### src/rtl/mips_soc_pkg.sv
// Shared encodings for the single-cycle MIPS SoC: opcodes, funct codes, ALU
// control, memory-mapped I/O addresses and display-select codes.
package mips_soc_pkg;

    localparam logic [5:0] OP_RTYPE = 6'h00;
    localparam logic [5:0] OP_J     = 6'h02;
    localparam logic [5:0] OP_BEQ   = 6'h04;
    localparam logic [5:0] OP_ADDI  = 6'h08;
    localparam logic [5:0] OP_LW    = 6'h23;
    localparam logic [5:0] OP_SW    = 6'h2B;

    localparam logic [5:0] FN_ADD   = 6'h20;
    localparam logic [5:0] FN_SUB   = 6'h22;
    localparam logic [5:0] FN_AND   = 6'h24;
    localparam logic [5:0] FN_OR    = 6'h25;
    localparam logic [5:0] FN_SLT   = 6'h2A;

    typedef enum logic [2:0] {
        ALU_AND = 3'b000,
        ALU_OR  = 3'b001,
        ALU_ADD = 3'b010,
        ALU_SUB = 3'b110,
        ALU_SLT = 3'b111
    } alu_ctrl_e;

    localparam logic [31:0] IO_SWITCH_ADR = 32'hFFFF_FFF8;
    localparam logic [31:0] IO_DISP_ADR   = 32'hFFFF_FFFC;

    localparam logic [5:0] DSEL_PC    = 6'd0;
    localparam logic [5:0] DSEL_INSTR = 6'd1;
    localparam logic [5:0] DSEL_DISP  = 6'd2;

    function automatic logic [31:0] alu_eval(input logic [31:0] a,
                                             input logic [31:0] b,
                                             input alu_ctrl_e   ctl);
        logic [31:0] res;
        case (ctl)
            ALU_AND: res = a & b;
            ALU_OR:  res = a | b;
            ALU_ADD: res = a + b;
            ALU_SUB: res = a - b;
            ALU_SLT: res = {31'd0, ($signed(a) < $signed(b))};
            default: res = 32'd0;
        endcase
        return res;
    endfunction

endpackage

### src/rtl/mips_core.sv
// Single-cycle MIPS32 core: decoder, register file, ALU and next-pc logic.
// Memories live outside; one instruction retires per clk.
module mips_core
    import mips_soc_pkg::*;
(
    input  logic        clk,
    input  logic        i_rst_n,
    input  logic [31:0] i_instr,
    input  logic [31:0] i_readdata,
    output logic [31:0] o_pc,
    output logic [31:0] o_aluout,
    output logic [31:0] o_writedata,
    output logic        o_memwrite
);

    logic [31:0] r_pc;
    logic [31:0] r_regs [0:31];

    logic [5:0]  w_op;
    logic [5:0]  w_funct;
    logic [4:0]  w_rs;
    logic [4:0]  w_rt;
    logic [4:0]  w_rd;
    logic [4:0]  w_wa;
    logic        w_shamt_zero;
    logic        w_regwrite;
    logic        w_alusrc;
    logic        w_regdst;
    logic        w_memtoreg;
    logic        w_memwrite;
    logic        w_branch;
    logic        w_jump;
    alu_ctrl_e   w_aluctl;
    logic [31:0] w_sext;
    logic [31:0] w_rsval;
    logic [31:0] w_rtval;
    logic [31:0] w_b;
    logic [31:0] w_alu;
    logic [31:0] w_wd;
    logic [31:0] w_pc4;
    logic [31:0] w_pcnext;

    assign w_op         = i_instr[31:26];
    assign w_rs         = i_instr[25:21];
    assign w_rt         = i_instr[20:16];
    assign w_rd         = i_instr[15:11];
    assign w_funct      = i_instr[5:0];
    assign w_shamt_zero = (i_instr[10:6] == 5'd0);
    assign w_sext       = {{16{i_instr[15]}}, i_instr[15:0]};

    // Unsupported opcodes/functs leave every enable low, so they retire as no-ops.
    always_comb begin
        w_regwrite = 1'b0;
        w_alusrc   = 1'b0;
        w_regdst   = 1'b0;
        w_memtoreg = 1'b0;
        w_memwrite = 1'b0;
        w_branch   = 1'b0;
        w_jump     = 1'b0;
        w_aluctl   = ALU_ADD;
        case (w_op)
            OP_RTYPE: begin
                if (w_shamt_zero) begin
                    case (w_funct)
                        FN_ADD: begin w_regwrite = 1'b1; w_regdst = 1'b1; w_aluctl = ALU_ADD; end
                        FN_SUB: begin w_regwrite = 1'b1; w_regdst = 1'b1; w_aluctl = ALU_SUB; end
                        FN_AND: begin w_regwrite = 1'b1; w_regdst = 1'b1; w_aluctl = ALU_AND; end
                        FN_OR:  begin w_regwrite = 1'b1; w_regdst = 1'b1; w_aluctl = ALU_OR;  end
                        FN_SLT: begin w_regwrite = 1'b1; w_regdst = 1'b1; w_aluctl = ALU_SLT; end
                        default: ;
                    endcase
                end
            end
            OP_ADDI: begin w_regwrite = 1'b1; w_alusrc = 1'b1; end
            OP_LW:   begin w_regwrite = 1'b1; w_alusrc = 1'b1; w_memtoreg = 1'b1; end
            OP_SW:   begin w_alusrc = 1'b1; w_memwrite = 1'b1; end
            OP_BEQ:  begin w_branch = 1'b1; w_aluctl = ALU_SUB; end
            OP_J:    w_jump = 1'b1;
            default: ;
        endcase
    end

    assign w_rsval = (w_rs == 5'd0) ? 32'd0 : r_regs[w_rs];
    assign w_rtval = (w_rt == 5'd0) ? 32'd0 : r_regs[w_rt];
    assign w_b     = w_alusrc ? w_sext : w_rtval;
    assign w_alu   = alu_eval(w_rsval, w_b, w_aluctl);
    assign w_wa    = w_regdst ? w_rd : w_rt;
    assign w_wd    = w_memtoreg ? i_readdata : w_alu;
    assign w_pc4   = r_pc + 32'd4;

    always_comb begin
        w_pcnext = w_pc4;
        if (w_jump)
            w_pcnext = {w_pc4[31:28], i_instr[25:0], 2'b00};
        else if (w_branch && (w_alu == 32'd0))
            w_pcnext = w_pc4 + {w_sext[29:0], 2'b00};
    end

    always_ff @(posedge clk or negedge i_rst_n) begin
        if (!i_rst_n) begin
            r_pc <= 32'd0;
            for (int i = 0; i < 32; i++)
                r_regs[i] <= 32'd0;
        end else begin
            r_pc <= w_pcnext;
            if (w_regwrite && (w_wa != 5'd0))
                r_regs[w_wa] <= w_wd;
        end
    end

    assign o_pc        = r_pc;
    assign o_aluout    = w_alu;
    assign o_writedata = w_rtval;
    assign o_memwrite  = w_memwrite;

endmodule

### src/rtl/mips_soc_top.sv
// MIPS SoC: core plus factorial ROM, data RAM, switch/display I/O decode and
// the switch-selected display mux.
module mips_soc_top
    import mips_soc_pkg::*;
(
    input  logic        clk,
    input  logic        reset,
    input  logic [7:0]  switches,
    output logic [31:0] writedata,
    output logic [31:0] dataadr,
    output logic        memwrite,
    output logic [31:0] pc,
    output logic [31:0] instr,
    output logic [31:0] readdata,
    output logic [31:0] dispDat
);

    logic [31:0] r_ram [0:63];
    logic [31:0] r_disp;
    logic [31:0] w_instr;
    logic        w_io_sw;
    logic        w_io_disp;
    logic        w_ram_we;

    mips_core u_core (
        .clk         (clk),
        .i_rst_n     (reset),
        .i_instr     (w_instr),
        .i_readdata  (readdata),
        .o_pc        (pc),
        .o_aluout    (dataadr),
        .o_writedata (writedata),
        .o_memwrite  (memwrite)
    );

    // Factorials 1!..4!: $2 = fact, $3 = i, $4 = limit, inner loop adds fact i times.
    always_comb begin
        case (pc[7:2])
            6'd0:  w_instr = 32'h2007005A; // addi $7,$0,0x5A
            6'd1:  w_instr = 32'hAC0700FC; // sw   $7,252($0)
            6'd2:  w_instr = 32'h8C06FFF8; // lw   $6,-8($0)
            6'd3:  w_instr = 32'h00075022; // sub  $10,$0,$7
            6'd4:  w_instr = 32'h01475824; // and  $11,$10,$7
            6'd5:  w_instr = 32'h01476025; // or   $12,$10,$7
            6'd6:  w_instr = 32'h0147682A; // slt  $13,$10,$7
            6'd7:  w_instr = 32'h00EA702A; // slt  $14,$7,$10
            6'd8:  w_instr = 32'h20020001; // addi $2,$0,1
            6'd9:  w_instr = 32'h20030001; // addi $3,$0,1
            6'd10: w_instr = 32'h20040005; // addi $4,$0,5
            6'd11: w_instr = 32'h00002820; // loop: add $5,$0,$0
            6'd12: w_instr = 32'h00004020; // add  $8,$0,$0
            6'd13: w_instr = 32'h00A22820; // mul: add $5,$5,$2
            6'd14: w_instr = 32'h21080001; // addi $8,$8,1
            6'd15: w_instr = 32'h11030001; // beq  $8,$3,+1
            6'd16: w_instr = 32'h0800000D; // j    mul
            6'd17: w_instr = 32'h00A01020; // add  $2,$5,$0
            6'd18: w_instr = 32'hAC02FFFC; // sw   $2,-4($0)
            6'd19: w_instr = 32'h8C0900FC; // lw   $9,252($0)
            6'd20: w_instr = 32'h20630001; // addi $3,$3,1
            6'd21: w_instr = 32'h10640001; // beq  $3,$4,+1
            6'd22: w_instr = 32'h0800000B; // j    loop
            6'd23: w_instr = 32'h08000017; // halt: j halt
            default: w_instr = 32'h00000000;
        endcase
    end

    assign instr     = w_instr;
    assign w_io_sw   = (dataadr == IO_SWITCH_ADR);
    assign w_io_disp = (dataadr == IO_DISP_ADR);
    assign w_ram_we  = memwrite && !w_io_disp;

    always_ff @(posedge clk) begin
        if (w_ram_we)
            r_ram[dataadr[7:2]] <= writedata;
    end

    always_ff @(posedge clk or negedge reset) begin
        if (!reset)
            r_disp <= 32'd0;
        else if (memwrite && w_io_disp)
            r_disp <= writedata;
    end

    always_comb begin
        if (w_io_sw)
            readdata = {24'd0, switches};
        else if (w_io_disp)
            readdata = r_disp;
        else
            readdata = r_ram[dataadr[7:2]];
    end

    always_comb begin
        case (switches[5:0])
            DSEL_PC:    dispDat = pc;
            DSEL_INSTR: dispDat = w_instr;
            DSEL_DISP:  dispDat = r_disp;
            default:    dispDat = 32'd0;
        endcase
    end

endmodule

### config.mk
export PLATFORM = sky130hd
export DESIGN_NAME = mips_soc_top
export DESIGN_NICKNAME = d
export VERILOG_FILES = /design/src/rtl/mips_soc_pkg.sv /design/src/rtl/mips_core.sv /design/src/rtl/mips_soc_top.sv
export SDC_FILE = /design/constraint.sdc
export NUM_CORES = 2
export LEC_CHECK = 0
export BUFFER_PORTS_ARGS = -buffer_cell sky130_fd_sc_hd__clkbuf_2
export CORE_MARGIN = 2
export CORE_UTILIZATION = 50
export CTS_BUF_LIST = sky130_fd_sc_hd__clkbuf_2 sky130_fd_sc_hd__clkbuf_4 sky130_fd_sc_hd__clkbuf_8
export DETAILED_ROUTE_END_ITERATION = 12
export GPL_TIMING_DRIVEN = 1
export PLACE_DENSITY = 0.68
export REMOVE_ABC_BUFFERS = 1
export SLEW_MARGIN = 0
export SYNTH_ARGS = -nofsm -noshare
export SYNTH_HDL_FRONTEND = slang
export SYNTH_SLANG_ARGS = --single-unit
### constraint.sdc
create_clock -name clk -period 16.4 [get_ports clk]
set_clock_uncertainty 0.05 [all_clocks]
set_input_delay 2.46 -clock clk [delete_from_list [all_inputs] [get_ports clk]]
set_output_delay 2.46 -clock clk [all_outputs]
set_load 0.02 [all_outputs]
==> summary.md <==
| Metric | Value |
|---|---|
| Status | `finished with violations` |
| Violated checks | `design-rule violations` |
| DRT antenna net count | `0` |
| First-pass GRT wire length | `653700 um` |
| DRT Wirelength | `467400 um` |
| Inst Count DP | `13.61k` |
| Top FF cell, synth | `edfxtp_1` |
| Wire per inst | `32.48 um` |
| Clk sink count | `2591` |
| Layout Nets | `11.05k` |
| Combinational Power Share | `0.004` |
| Layout cells sized above 1 | `0.1326` |
| DPL Wire Length | `287700 um` |
| Net Sw Frac | `0.2096` |
| Antenna violations before repair | `37` |
| CTS H-tree lvls | `5` |
| Top cell type's share of synthesized area | `0.5178` |
| Maximum number of pins on one net before global-route repair | `169` |
| Post-synth EDFFs | `2048` |
| DR DRC count | `2` |
| Worst vdd ir | `0.07233 mV` |
| Ports | `203` |
| GRT Util Overall | `0.3764` |
| Initial Util | `0.5040` |
| Setup WS pre-CTS | `2.620 ns` |
| FF+latch count, synth | `2591` |
| Power share of the sequential group | `0.552` |
| Final Util | `0.5595` |
| Crit-path max cell delay | `1.02 ns` |
| Worst Hold Class | `reg -> reg` |
| Area delta synth->final | `11.00%` |
| CTS tree | `yes` |
| Initial DRC count | `15.46k` |
| Core ar. | `235600 um2` |
| Synthesized area per cell | `11.06 um2` |
| Period minus WS final | `15.32 ns` |
| Synth area leader | `edfxtp_1` |
| Root buffer cell | `clkbuf_8` |
| DRT Pass-1 Iters | `12` |
| Switching pwr | `2662 uW` |
| Die Footprint | `241400 um2` |
| GPL Wtd Cong | `1.033` |
| Crit path arrival time | `12.81 ns` |
| Max_slew headroom | `0.04928` |
| Cells after Synth | `10.74k` |
| Final setup violation count | `0` |
| Congestion Overflow GR | `0` |
| Die width | `491.4 um` |
| CTS Buf Count | `429` |
| Number of global-route vias before repair | `88.20k` |
| CP Class | `reg -> out` |
| Fin cells | `14.39k` |
| Slew Viols, Final | `0` |
| Synth warnings | `0` |
| Max cap viols | `0` |
| CP endpoint kind | `output pin` |
| Static leakage | `0.05263 uW` |
| Crit path max fanout | `85` |
| Longest Clk Path Bufs | `4` |
| Setup TNS | `0 ns` |
| Clock latency on the worst-skew pair | `1.15 ns` |
| Synth top area cells | `edfxtp_1 (52%), dfrtp_1 (11%), nand2_1 (8.5%)` |
| Tightest Pin Transition | `1.413 ns` |
| Clock power frac | `0.444` |
| RSZ-0062 raised after global routing | `no` |
| Synthesized area | `118800 um2` |
| Final Worst Setup Slack | `1.085 ns` |
| Port Buffers | `197` |
| Crit path launch type | `register` |
| Internal power | `10040 uW` |
| Fill count | `19.74k` |
| DIE HEIGHT | `491.4 um` |
| Most common cell after layout, fill and taps aside | `nand2_1` |
| Rows | `178` |
| Final period utilization | `0.9339` |
| DR vias/cell | `6.570` |
| Worst EP required | `13.89 ns` |
| Clock slew at reported path FFs | `0.06 ns` |
| Worst hold slack | `0.3900 ns` |
| Sequential fraction of the synthesis area | `0.6322` |
| Slowest CP cell | `mux2i_1` |
| Fin. Hold Viols | `0` |
| Fmax | `65.29 MHz` |
| Most frequent cells in the layout | `nand2_1 (2662), edfxtp_1 (2048), a21oi_1 (638), dfrtp_1 (543), clkbuf_8 (454)` |
| Ys async rst share | `0.2096` |
| Pwr dens | `96.34 nW/um2` |
| Via count | `94.55k` |
| Post-synthesis cell type count | `125` |
| Post-CTS setup buffer count | `0` |
| Post-CTS Resized | `0` |
| Hold buffers post-CTS | `0` |
state kept, by name, indices dropped and copies added, names as in the netlist:
| signal | count |
|---|---|
| r_disp | 32 |
| u_core.r_regs | 481 |
| r_ram | 2048 |
| u_core.o_pc | 30 |
final cells by class:
class	instances	area (um2)	share of cell area
antenna	23	57.56	0.0004366
timing repair buffer	494	3448	0.02616
clock inverter	170	1069	0.008105
inverter	151	594.3	0.004508
tap	3150	3941	0.02990
sequential	2591	75090	0.5696
multi-input combinational	7224	40380	0.3063
clock buffer	588	7254	0.05503
synthesized netlist by cell type (all sizes together) (28+ instances only):
master	number
a21oi	659
a211oi	201
buf	378
nor3	129
clkbuf	396
mux2i	137
o22ai	108
nor4	51
a31oi	258
or3	35
nand4	47
dfrtp	543
nand2	2680
ha	142
nand3	436
a21o	28
a311oi	147
o211ai	42
nor2	487
inv	149
and3	383
mux2	93
edfxtp	2048
xnor2	49
o21ai	594
stage by stage:
step / cell area, um2 / power [uW]
final: 131800 / 12700
after floorplan: 115100 / 7153
after CTS: 131800 / 12720
after global routing: 131800 / 13000
after detailed placement: 123400 / 7193
after global placement: 123400 / 7192
per-layer routing:
metal	GRT usage	share of wire	up-vias	wire [um]
li1	-	-	39560	-
met1	0.4850	0.36	46170	166500
met2	0.5471	0.43	7224	200300
met3	0.1101	0.13	1585	62870
met4	0.2624	0.080	16	37630
met5	0	0.00028	-	132
cells by family (layout without fill, tap and decap cells):
kind of cell / after synthesis / after routing / synth area share
other: 1 / 28 / 0.00003157
DFF: 2591 / 2591 / 0.6322
muxes: 257 / 257 / 0.02558
buffers and inverters: 925 / 1403 / 0.03612
adders and majority gates: 145 / 145 / 0.01547
and+or+nand+nor: 4404 / 4404 / 0.1615
xor gates and xnor gates: 66 / 66 / 0.004867
AOI/OAI and AO/OA: 2347 / 2347 / 0.1242
path summary, 6_finish.rpt:
path	endpoint	cells after the start	slack, ns	start
max	readdata[24]	28	1.08	u_core.o_pc[2]
min	u_core.r_regs[994]	0	0.39	u_core.r_regs[994]
max reg2reg	r_ram[23][2]	29	3.80	u_core.o_pc[2]
min reg2reg	u_core.r_regs[994]	0	0.39	u_core.r_regs[994]
max in group asynchronous	u_core.r_regs[794]	3	12.70	reset
min in group asynchronous	u_core.r_regs[737]	1	1.33	reset
power groups by stage:
stage	Sequential, uW	Combinational, uW	Clock (uW)
after floorplan	7150	7.34	0
after global placement	7150	47.3	0
after CTS	7010	48.2	5660
after global routing	7010	52.6	5940
final	7010	47.3	5640
after detailed placement	7150	48.1	0
worst max-delay path: cells and delay by family (launching register included):
kind / cells / cell delay (ns)
muxes: 1 / 1.02
AOI/OAI and AO/OA: 9 / 2.88
DFF: 1 / 0.57
buffers and inverters: 6 / 2.72
adders and majority gates: 2 / 0.94
and+or+nand+nor: 10 / 3.42
Power figures use the tool's default switching activity.
